===== config.mk =====
export PLATFORM = sky130hd
export DESIGN_NAME = spi_adc_master_flat
export DESIGN_NICKNAME = d
export VERILOG_FILES = /design/src/rtl/spi_adc_master_if.sv /design/src/rtl/spi_adc_master.sv /design/src/flat_wrapper.sv
export SDC_FILE = /design/constraint.sdc
export NUM_CORES = 1
export LEC_CHECK = 0
export ABC_CLOCK_PERIOD_IN_PS = 5050
export CAP_MARGIN = 20
export CORE_MARGIN = 3
export CORE_UTILIZATION = 46
export DETAILED_ROUTE_END_ITERATION = 10
export HOLD_SLACK_MARGIN = 0.1
export PLACE_DENSITY = 0.68
export SLEW_MARGIN = 20
export SYNTH_ARGS = -nofsm -noshare
export SYNTH_HDL_FRONTEND = slang
export SYNTH_SLANG_ARGS = --single-unit
export TNS_END_PERCENT = 10

===== constraint.sdc =====
create_clock -name clk -period 5.05 [get_ports clk]
set_clock_uncertainty 0.15 [all_clocks]
set_input_delay 0.7575 -clock clk [delete_from_list [all_inputs] [get_ports clk]]
set_output_delay 0.7575 -clock clk [all_outputs]
set_load 0.1 [all_outputs]

===== src/rtl/spi_adc_master_if.sv =====
// spi_adc_master_if
//   Request/result bus between the SPI ADC master and the sample consumer.
//
//   Handshake: start is a request level that the master samples only while
//   it is idle; a start seen while busy=1 is dropped, not queued. valid is a
//   one-cycle pulse with no back-pressure: the consumer must take data_out
//   (and lz_err when present) in the cycle valid is high. data_out holds its
//   value between pulses.
//
//   Signals:
//     start    requester -> master  conversion request
//     busy     master -> requester  high while a frame or its CS hold runs
//     valid    master -> requester  one-cycle result strobe
//     data_out master -> requester  channel i in [i*DATA_W +: DATA_W]
//     lz_err   master -> requester  leading-zero violation flag (only with
//                                   SPI_ADC_LEADZERO_CHECK_EN defined)
//
//   Modports: master = the requesting side, slave = the SPI master block.
interface spi_adc_master_if #(
  parameter int DATA_W = 16,
  parameter int N_CH   = 2
);
  logic                   start;
  logic                   busy;
  logic                   valid;
  logic [N_CH*DATA_W-1:0] data_out;
`ifdef SPI_ADC_LEADZERO_CHECK_EN
  logic                   lz_err;

  modport master (output start, input busy, input valid, input data_out, input lz_err);
  modport slave  (input start, output busy, output valid, output data_out, output lz_err);
`else
  modport master (output start, input busy, input valid, input data_out);
  modport slave  (input start, output busy, output valid, output data_out);
`endif
endinterface


===== src/rtl/spi_adc_master.sv =====
// spi_adc_master
//   SPI receive master for serial ADCs (e.g. PMOD AD1: two AD7476 sharing
//   CS and SCLK, one MISO each). One framed conversion per accepted start:
//   cs_n low, CS_SETUP idle clocks, DATA_W SCLK periods of CLK_DIV clocks
//   (CPOL=0, high half first), every MISO line sampled at the end of the
//   low half, then cs_n high for CS_HOLD clocks before the next start.
//   All channel words are published together with a one-cycle valid.
//
//   Optional feature macro: SPI_ADC_LEADZERO_CHECK_EN adds parameter LZ_BITS
//   and bus signal lz_err (set on valid when any channel has a non-zero bit
//   in its top LZ_BITS bits, cleared otherwise, held like data_out).
//
//   Ports:
//     clk        system clock, rising edge
//     rst        asynchronous, active-high reset
//     miso       serial data, bit i = channel i
//     cs_n       chip select, active low, registered
//     sck        serial clock, CPOL=0, registered
//     bus        spi_adc_master_if.slave: start, busy, valid, data_out[, lz_err]
//     state_dbg  current FSM state (0 idle, 1 setup, 2 shift, 3 hold)
module spi_adc_master #(
  parameter int DATA_W   = 16,
  parameter int N_CH     = 2,
  parameter int CLK_DIV  = 8,
  parameter int CS_SETUP = 2,
  parameter int CS_HOLD  = 2
`ifdef SPI_ADC_LEADZERO_CHECK_EN
  ,
  parameter int LZ_BITS  = 4
`endif
) (
  input  logic              clk,
  input  logic              rst,
  input  logic [N_CH-1:0]   miso,
  output logic              cs_n,
  output logic              sck,
  spi_adc_master_if.slave   bus,
  output logic [1:0]        state_dbg
);

  localparam int HALF    = CLK_DIV / 2;
  localparam int CNT_MAX = (CS_SETUP > CS_HOLD) ? CS_SETUP : CS_HOLD;
  localparam int CNT_W   = (CNT_MAX > 0) ? $clog2(CNT_MAX + 1) : 1;
  localparam int P_W     = (CLK_DIV > 2) ? $clog2(CLK_DIV) : 1;
  localparam int B_W     = (DATA_W > 2) ? $clog2(DATA_W) : 1;

  if (DATA_W < 2) begin : g_bad_data_w
    $error("spi_adc_master: DATA_W must be >= 2");
  end
  if (N_CH < 1) begin : g_bad_n_ch
    $error("spi_adc_master: N_CH must be >= 1");
  end
  if ((CLK_DIV < 2) || (CLK_DIV % 2 != 0)) begin : g_bad_clk_div
    $error("spi_adc_master: CLK_DIV must be even and >= 2");
  end
  if (CS_SETUP < 1) begin : g_bad_cs_setup
    $error("spi_adc_master: CS_SETUP must be >= 1");
  end
  if (CS_HOLD < 1) begin : g_bad_cs_hold
    $error("spi_adc_master: CS_HOLD must be >= 1");
  end
`ifdef SPI_ADC_LEADZERO_CHECK_EN
  if ((LZ_BITS < 1) || (LZ_BITS > DATA_W)) begin : g_bad_lz_bits
    $error("spi_adc_master: LZ_BITS must be in 1..DATA_W");
  end
`endif

  typedef enum logic [1:0] {
    S_IDLE  = 2'd0,
    S_SETUP = 2'd1,
    S_SHIFT = 2'd2,
    S_HOLD  = 2'd3
  } state_t;

  state_t                      state;
  logic [CNT_W-1:0]            cnt;      // SETUP / HOLD cycle counter
  logic [P_W-1:0]              phase;    // position inside one SCLK period
  logic [P_W:0]                phase_inc;
  logic [B_W-1:0]              bit_cnt;
  logic [N_CH-1:0][DATA_W-1:0] shreg;
  logic [N_CH-1:0][DATA_W-1:0] shreg_next;
  logic                        valid_q;
  logic [N_CH*DATA_W-1:0]      data_q;

  // Shift registers with the current MISO bit appended; used both for the
  // per-bit shift and for loading data_out on the last bit.
  always_comb begin
    shreg_next = shreg;
    for (int i = 0; i < N_CH; i++) begin
      shreg_next[i] = {shreg[i][DATA_W-2:0], miso[i]};
    end
  end

  assign phase_inc = {1'b0, phase} + (P_W+1)'(1);

`ifdef SPI_ADC_LEADZERO_CHECK_EN
  logic lz_q;
  logic lz_next;

  always_comb begin
    lz_next = 1'b0;
    for (int i = 0; i < N_CH; i++) begin
      if (|shreg_next[i][DATA_W-1 -: LZ_BITS]) lz_next = 1'b1;
    end
  end

  assign bus.lz_err = lz_q;
`endif

  always_ff @(posedge clk or posedge rst) begin
    if (rst) begin
      state   <= S_IDLE;
      cs_n    <= 1'b1;
      sck     <= 1'b0;
      cnt     <= '0;
      phase   <= '0;
      bit_cnt <= '0;
      shreg   <= '0;
      valid_q <= 1'b0;
      data_q  <= '0;
`ifdef SPI_ADC_LEADZERO_CHECK_EN
      lz_q    <= 1'b0;
`endif
    end else begin
      valid_q <= 1'b0;
      case (state)
        S_IDLE: begin
          if (bus.start) begin
            state <= S_SETUP;
            cs_n  <= 1'b0;
            cnt   <= '0;
            shreg <= '0;
          end
        end
        S_SETUP: begin
          if (cnt == CNT_W'(CS_SETUP - 1)) begin
            // First SCLK period starts with its high half.
            state   <= S_SHIFT;
            sck     <= 1'b1;
            phase   <= '0;
            bit_cnt <= '0;
          end else begin
            cnt <= cnt + CNT_W'(1);
          end
        end
        S_SHIFT: begin
          if (phase == P_W'(CLK_DIV - 1)) begin
            // End of the low half: the slave updated on the falling edge
            // HALF clocks ago, so the line is settled.
            shreg <= shreg_next;
            phase <= '0;
            if (bit_cnt == B_W'(DATA_W - 1)) begin
              state   <= S_HOLD;
              cs_n    <= 1'b1;
              sck     <= 1'b0;
              cnt     <= '0;
              valid_q <= 1'b1;
              data_q  <= shreg_next;
`ifdef SPI_ADC_LEADZERO_CHECK_EN
              lz_q    <= lz_next;
`endif
            end else begin
              bit_cnt <= bit_cnt + B_W'(1);
              sck     <= 1'b1;
            end
          end else begin
            phase <= phase_inc[P_W-1:0];
            sck   <= (phase_inc < (P_W+1)'(HALF));
          end
        end
        S_HOLD: begin
          if (cnt == CNT_W'(CS_HOLD - 1)) begin
            state <= S_IDLE;
          end else begin
            cnt <= cnt + CNT_W'(1);
          end
        end
        default: state <= S_IDLE;
      endcase
    end
  end

  assign bus.busy     = (state != S_IDLE);
  assign bus.valid    = valid_q;
  assign bus.data_out = data_q;
  assign state_dbg    = state;

endmodule


===== src/flat_wrapper.sv =====
// flat-port wrapper written by rule: the top's interface ports become plain ports
module spi_adc_master_flat 
#(
  parameter int DATA_W   = 16,
  parameter int N_CH     = 2,
  parameter int CLK_DIV  = 8,
  parameter int CS_SETUP = 2,
  parameter int CS_HOLD  = 2

)
  (clk, rst, miso, cs_n, sck, state_dbg, bus_start, bus_busy, bus_valid, bus_data_out);
  spi_adc_master_if #(.DATA_W(DATA_W), .N_CH(N_CH)) bus_i ();
  input  logic clk;
  input  logic rst;
  input  logic [N_CH-1:0] miso;
  output logic cs_n;
  output logic sck;
  output logic [1:0] state_dbg;
  input wire logic [$bits(bus_i.start)-1:0] bus_start;
  output wire logic [$bits(bus_i.busy)-1:0] bus_busy;
  output wire logic [$bits(bus_i.valid)-1:0] bus_valid;
  output wire logic [$bits(bus_i.data_out)-1:0] bus_data_out;
  assign bus_i.start = bus_start;
  assign bus_busy = bus_i.busy;
  assign bus_valid = bus_i.valid;
  assign bus_data_out = bus_i.data_out;
  spi_adc_master #(.DATA_W(DATA_W), .N_CH(N_CH), .CLK_DIV(CLK_DIV), .CS_SETUP(CS_SETUP), .CS_HOLD(CS_HOLD)) u_core (.clk(clk), .rst(rst), .miso(miso), .cs_n(cs_n), .sck(sck), .bus(bus_i), .state_dbg(state_dbg));
endmodule

==> results.yml, run 1 <==
setup_path:
  startpoint_type: "register"
  cp_num_buf_inv: 3
  path_common_cell: "inv_1"
  slowest_stage: "clkdlybuf4s50_1"
  arrival_ps: 2450
  path_max_fanout: 6
  critPathCaptureType: "output port"
  path_cells: "inv_1 > ha_1 > inv_1 > clkdlybuf4s50_1"
  max_stage_delay_ps: 1160
  crit_type: "register to output port"
  crit_required_ps: 4140
  cpLargestDelayFamily: "buffers and inverters"
sta:
  worst_slew_pin_slew_ps: 974
  report.final.hold_viol_count: 0
  relSlewSlack_pct: 34.8
  rsz0062_at_grt: "no"
  finalCritPeriodShare_pct: 66.4
  setup_viol: 0
  slew_violations: 0
  setup-tns-final_ps: 0
  period_needed_ps: 3350
  clock.fmax_mhz: 298
finish:
  nets: 338
  stdcell_count: 428
  drive_gt1_share_pct: 19.8
  antenna_cells: 0
  syn_to_final_growth_pct: 19.1
  finalCoreUtilization_pct: 57.0
logic_synthesis:
  netlist.area_leader.share_pct: 53.5
  synth_fp_nets: 299
  synth.distinct_cells: 44
  synthTopCellsByArea: "dfrtp_1 (54%), mux2_4 (12%), nand4_1 (5.4%)"
  synth_async_sr_flop_share_pct: 100
  synthFlopType: "dfrtp_1"
  avgSynthCellArea_sq_um: 12.3
  syn-cell-area_sq_um: 3510
  ys_ff_latch: 76
  ys_seq_area_share_pct: 54.3
  yosysWarnings: 0
  netlist_instances: 285
  synth-edff-count: 0
  yosysTopAreaCell: "dfrtp_1"
power_and_ir_drop:
  p_sw_uw: 690
  p_comb_share_pct: 35.2
  peakVddDrop_mv: 0.374
  p_leak_nw: 1.82
  p_total_mw: 1.77
  switching_share_pct: 38.9
  internal_power_mw: 1.08
  powerDensity_nw_per_um2: 424
  seq_power_share_pct: 38.0
  power_frac_clock_pct: 26.8
grt:
  track_usage_pct: 15.5
  grt_pass1_wl_microns: 10700
  grt_pass1_vias: 2216
  grt_max_degree: 49
  antenna_found_initial: 0
  globalRouteOverflowTotal: 0
clock_network:
  cts_tree: "built"
  clock_path_buffers: 2
  post-cts-setup-buffer-count: 0
  clk_pin_slew_ps: 80
  postCtsHoldBufs: 0
  cts_buffers: 9
  ctsResizeCount: 0
  clockRootBuffer: "clkbuf_8"
  cts_sinks: 76
  clkLatencyLatePin_ps: 340
  cts.htree.levels: 3
detailed_routing:
  drc: 0
  drt-initial-drc-count: 111
  vias_per_cell: 5.19
  wire_per_inst_microns: 14.5
  vias: 2220
  routed_wl_microns: 6220
  final_antenna_net_count: 0
  dr.pass1.iters: 4
run_status:
  status: "completed"
floorplanning:
  die_w_microns: 93.3
  coreArea_sq_um: 7330
  start_util_pct: 47.8
  pin_count: 43
  rows: 31
  die_h_microns: 93.3
  die-area_sq_um: 8700
flow_run:
  cap_violations: 0
placed_design:
  place_hpwl_microns: 3870
  placed_cells: 411
  place.gp.congestion: 0.800
  io_buffers: 42
worst_hold_path:
  hp-class: "register to register"
==> registers in the layout, summed over array words and instances, names as in the netlist <==
name and flops:
u_core.bit_cnt 4, u_core.bus.data_out 32, u_core.bus.valid 1, u_core.cnt 2, u_core.cs_n 1, u_core.phase 3
u_core.sck 1, u_core.shreg 30, u_core.state_dbg 2
==> layout make-up <==
cell class	count	area [sq um]
Fill cell	607	3150
Sequential cell	76	1900
Multi-Input combinational cell	152	1340
Timing Repair Buffer	47	462
Inverter	38	144
Clock buffer	10	138
Tap cell	99	124
Clock inverter	6	71.3
==> worst register-to-register path: stages (launching register included) <==
cell and delay (ps):
dfrtp_1 450, inv_1 110, ha_2 780, inv_2 190
a211oi_4 540, buf_6 270, buf_4 140, o21ai_1 60
==> power by group through the flow <==
stage	Combinational (mW)	Clock [mW]	Sequential [mW]
finish	0.624	0.476	0.673
global route	0.684	0.521	0.678
CTS	0.612	0.489	0.672
detailed placement	0.609	0	0.683
global placement	0.595	0	0.681
floorplan	0.407	0	0.756
==> stage by stage <==
step | worst slack, ps | cell area (sq um) | hold WS [ps]
after floorplan | 2110 | 3510 | 323
after global placement | 2070 | 3950 | 327
after detailed placement | 1940 | 3950 | 338
after CTS | 1680 | 4160 | 357
after global routing | 1560 | 4180 | 369
final | 1700 | 4180 | 355
==> logic make-up (layout without fill, tap and decap cells) <==
family / Yosys count / count (layout) / synth area share, %
multiplexers: 37 / 37 / 15.0
AND/OR/NAND/NOR: 51 / 51 / 9.10
buffers and inverters: 57 / 101 / 7.99
adder cells (fa/ha/maj): 9 / 9 / 3.21
flip-flops: 76 / 76 / 54.3
AO/OA/AOI/OAI: 55 / 55 / 10.5
==> placed cells by master (no fill, tap or decap), types with 2 or more instances in the layout <==
cell type,n
a21oi_1,4
a22o_1,2
a31oi_1,3
and3_4,2
buf_4,4
clkbuf_8,10
clkdlybuf4s50_1,42
clkinv_4,2
clkinvlp_4,2
dfrtp_1,75
ha_1,8
inv_1,36
mux2_1,4
mux2_2,3
mux2_4,29
nand2_1,5
nand2b_1,4
nand4_1,30
nor3_1,2
o21ai_0,2
o21ai_1,30
o31ai_1,2
==> Yosys cell counts (all sizes together), types with 3 or more instances <==
cell type / number
dfrtp: 75
nand2b: 5
and3: 3
inv: 38
nand4: 30
a31oi: 3
clkbuf: 9
a21oi: 4
o21ai: 32
ha: 9
buf: 10
nand2: 5
mux2: 36
==> path summary, 6_finish.rpt <==
path	from	cells past startpoint	slack, ps	to
max in group asynchronous	rst	3	3160	u_core.bus.data_out[8]
setup / recovery	u_core.state_dbg[0]	4	1700	bus_busy
min in group asynchronous	rst	2	730	u_core.bus.data_out[27]
hold reg to reg	u_core.bus.data_out[9]	1	350	u_core.bus.data_out[9]
hold / removal	u_core.bus.data_out[9]	1	350	u_core.bus.data_out[9]
setup reg to reg	u_core.state_dbg[0]	7	2260	u_core.shreg[14]
==> routing by layer <==
layer / up-vias / GRT usage, % / share of wire, %
li1: 1089 / - / -
met1: 1074 / 21.9 / 48
met2: 49 / 22.9 / 46
met3: 8 / 3.30 / 4.3
met4: 0 / 7.20 / 1.6
met5: - / 0 / 0
Power figures use the tool's default switching activity.
==> run 2: changes to the inputs <==
Settings changed: ABC_CLOCK_PERIOD_IN_PS 5050 to 3500.
Clock period 5.05 ns to 3.5 ns, I/O delays scaled along.
==> results.yml, run 2 (synthesized netlist as in run 1, its figures left out) <==
setup_path:
  endpoint: "state_dbg[1]"
  arrival_ps: 1940
  max_stage_delay_ps: 1160
  worst-path-stages: 1
  r2r_end: "u_core.bus.data_out[11]"
  rr_worst_depth: 4
  path_cells: "clkdlybuf4s50_1"
  slowest_stage: "clkdlybuf4s50_1"
  path_max_fanout: 5
  critPathCaptureType: "output port"
  crit_required_ps: 2820
  cp_num_buf_inv: 1
  crit_type: "register to output port"
  rrSetupSlack_ps: 1040
  rr_startpoint: "u_core.state_dbg[0]"
  cpLargestDelayFamily: "buffers and inverters"
  startpoint_type: "register"
  crit_path_start: "u_core.state_dbg[1]"
detailed_routing:
  highest_layer: "met4"
  final_antenna_net_count: 0
  vias_per_cell: 5.18
  drt-initial-drc-count: 98
  dr.pass1.iters: 4
  routed_wl_microns: 6260
  wl_met2_microns: 2740
  wire_per_inst_microns: 14.6
  wl_met1_microns: 3170
  wl_met3_microns: 232
  vias: 2218
  drc: 0
run_status:
  status: "completed"
power_and_ir_drop:
  p_total_mw: 2.62
  powerDensity_nw_per_um2: 625
  peakVddDrop_mv: 0.669
  p_leak_nw: 1.84
clock_network:
  cts_sinks: 76
  clockRootBuffer: "clkbuf_8"
  ctsResizeCount: 0
  cts.htree.levels: 3
  postCtsHoldBufs: 0
  cts_buffers: 9
  cts_tree: "built"
  clk_pin_slew_ps: 80
  clkLatencyLatePin_ps: 350
  clock_path_buffers: 2
  post-cts-setup-buffer-count: 0
finish:
  finalCoreUtilization_pct: 57.2
  syn_to_final_growth_pct: 19.7
  antenna_cells: 0
  drive_gt1_share_pct: 20.4
  regArea_sq_um: 1900
  stdcell_count: 428
  nets: 338
  final_cell_area_sq_um: 4200
  layout_common_cells: "dfrtp_1 (75), clkdlybuf4s50_1 (39), inv_1 (36)"
  multi_input_area_sq_um: 1330
  largest_reg_flops: 32
  layout_commonest_cell: "dfrtp_1"
  fillers: 596
floorplanning:
  die_w_microns: 93.3
  pin_count: 43
  start_util_pct: 47.8
  die_h_microns: 93.3
  die-area_sq_um: 8700
  coreArea_sq_um: 7330
  rows: 31
placed_design:
  place.gp.congestion: 0.801
  placed_cells: 412
  post-place-ws_ps: 1050
  postPlaceCellArea_sq_um: 3970
  io_buffers: 42
  place_hpwl_microns: 4100
flow_run:
  cap_violations: 0
sta:
  setup_ws_ps: 888
  period_needed_ps: 2610
  report.final.hold_viol_count: 0
  worst_slew_pin_slew_ps: 981
  finalCritPeriodShare_pct: 74.6
  setup_viol: 0
  clock.fmax_mhz: 383
  whs_ps: 348
  setup-tns-final_ps: 0
  relSlewSlack_pct: 34.4
  rsz0062_at_grt: "no"
  slew_violations: 0
grt:
  track_usage_pct: 15.5
  grt_pass1_vias: 2148
  globalRouteOverflowTotal: 0
  grt_pass1_wl_microns: 10500
  grt_max_degree: 77
  antenna_found_initial: 0
worst_hold_path:
  hp-class: "register to register"
  min_from: "u_core.bus.data_out[11]"
-- run 2: cell count changes in the layout (fill, tap and decap cells not counted), sizes merged --
cell	change
buf	+3
clkinv	-2
bufinv	+1
inv	+2
clkdlybuf4s50	-3
clkinvlp	-1
-- run 2: final cells by class --
type                       instances  share of cell area (%)
clock buffer                      10                    3.28
clock inverter                     6                    2.24
inverter                          38                    3.40
multi-input combinational        152                    31.8
sequential                        76                    45.3
tap                               99                    2.95
timing repair buffer              47                    11.0
-- run 2: where the power goes --
part / switching [mW] / internal [mW]
Sequential: 0.0446 / 0.926
Clock: 0.339 / 0.427
Combinational: 0.622 / 0.264
Total: 1.01 / 1.62
-- run 2: layer usage --
metal  global-route usage (%)  vias up
met5                        0        -
met4                     6.96        0
met3                     3.62       11
met2                     21.9       43
met1                     22.5     1078
li1                         -     1086
-- run 2: worst min-delay path by stage --
stage | endpoint | slack, ps | cells after the start
after floorplan | u_core.cnt[1] | 320 | 1
after global placement | u_core.bus.data_out[10] | 320 | 1
after detailed placement | u_core.bus.data_out[9] | 330 | 1
after CTS | u_core.bus.data_out[9] | 350 | 1
after global routing | u_core.bus.data_out[11] | 370 | 1
final | u_core.bus.data_out[11] | 350 | 1
==> run 3: changes to the inputs <==
Settings changed: ABC_CLOCK_PERIOD_IN_PS 3500 to 2200, PLACE_DENSITY 0.68 to 0.71.
Clock period 3.5 ns to 2.2 ns, I/O delays scaled along.
==> results.yml, run 3 (synthesized netlist as in run 1, its figures left out) <==
clock_network:
  post-cts-setup-buffer-count: 0
  clockRootBuffer: "clkbuf_8"
  cts.htree.levels: 3
  clock_path_buffers: 2
  cts_tree: "built"
  cts_sinks: 76
  clk_pin_slew_ps: 80
  cts_buffers: 9
  clkLatencyLatePin_ps: 350
power_and_ir_drop:
  p_leak_nw: 1.91
  powerDensity_nw_per_um2: 959
  peakVddDrop_mv: 0.925
  p_total_mw: 4.00
placed_design:
  place_hpwl_microns: 4360
  io_buffers: 42
  place.gp.congestion: 0.744
finish:
  layout_commonest_cell: "dfrtp_1"
  antenna_cells: 0
  fillers: 599
  drive_gt1_share_pct: 33.3
  largest_reg_flops: 32
  finalCoreUtilization_pct: 56.8
  layout_common_cells: "dfrtp_1 (73), buf_4 (45), inv_1 (33)"
  syn_to_final_growth_pct: 18.8
  nets: 345
sta:
  slew_violations: 0
  setup_viol: 0
  relSlewSlack_pct: 74.5
  report.final.hold_viol_count: 0
  rsz0062_at_grt: "no"
  period_needed_ps: 2070
  clock.fmax_mhz: 483
  finalCritPeriodShare_pct: 94.1
  worst_slew_pin_slew_ps: 383
setup_path:
  crit_required_ps: 2290
  crit_type: "register to register"
  critPathCaptureType: "register"
  arrival_ps: 2160
  path_max_fanout: 37
  startpoint_type: "register"
floorplanning:
  coreArea_sq_um: 7330
  pin_count: 43
  die_h_microns: 93.3
  start_util_pct: 47.8
  rows: 31
  die_w_microns: 93.3
  die-area_sq_um: 8700
detailed_routing:
  wire_per_inst_microns: 14.7
  vias: 2262
  routed_wl_microns: 6410
  vias_per_cell: 5.20
  dr.pass1.iters: 4
  drc: 0
  final_antenna_net_count: 0
  drt-initial-drc-count: 118
grt:
  track_usage_pct: 16.3
  grt_pass1_vias: 2219
  grt-busiest-layer: "met2"
  antenna_found_initial: 0
  globalRouteOverflowTotal: 0
  grt_use_met1_pct: 22.5
  use_met3_pct: 4.75
  met2_usage_pct: 24.2
  grt_max_degree: 54
  grt_pass1_wl_microns: 11100
run_status:
  status: "completed"
worst_hold_path:
  hp-class: "register to register"
flow_run:
  cap_violations: 0
-- run 3: stage by stage --
stage	std cells	area (sq um)	hold slack, ps	worst slack [ps]	setup TNS [ps]
2_1_floorplan	285	3540	322	-31.9	-640
3_3_place_gp	418	3990	342	165	0
3_5_place_dp	418	3990	346	130	0
4_1_cts	435	4170	366	115	0
5_1_grt	435	4170	382	15.3	0
6_report	435	4170	361	131	0
-- run 3: final cells by class --
cell class / count / area (sq um) / area share [%]
Clock inverter: 5 / 37.5 / 0.901
Timing Repair Buffer: 54 / 468 / 11.2
Sequential cell: 76 / 1910 / 45.9
Clock buffer: 11 / 131 / 3.15
Tap cell: 99 / 124 / 2.97
Multi-Input combinational cell: 152 / 1350 / 32.3
Inverter: 38 / 150 / 3.60
-- run 3: worst max-delay path, stage by stage, from the launching register on --
cell      delay (ps)
dfrtp_1          400
ha_1             170
ha_1             200
buf_4            370
mux2_2           270
o211ai_1         120
mux2_2           280
-- run 3: final timing paths --
check	start	end	slack [ps]	depth (start not counted)
setup / recovery	u_core.phase[0]	u_core.bit_cnt[0]	130	6
hold / removal	u_core.bus.data_out[11]	u_core.bus.data_out[11]	360	1
setup reg to reg	u_core.phase[0]	u_core.bit_cnt[0]	130	6
hold reg to reg	u_core.bus.data_out[11]	u_core.bus.data_out[11]	360	1
max in group asynchronous	rst	u_core.cs_n	730	4
min in group asynchronous	rst	u_core.phase[0]	650	3
-- run 3: power breakdown --
part	switching, mW	internal (mW)	total, mW
clock	0.514	0.414	0.928
combinational	1.01	0.498	1.51
sequential	0.0741	1.49	1.56
-- run 3: routing by layer --
layer / wire length, microns / up-vias
met5: 0 / -
met4: 97 / 0
met3: 299 / 10
met2: 2930 / 48
met1: 3080 / 1109
li1: - / 1095
-- run 3: timing repair --
action | in CTS | in global routing
resized for setup | 0 | 0
hold endpoints to repair | 6 | 0
hold buffers | 1 | 0
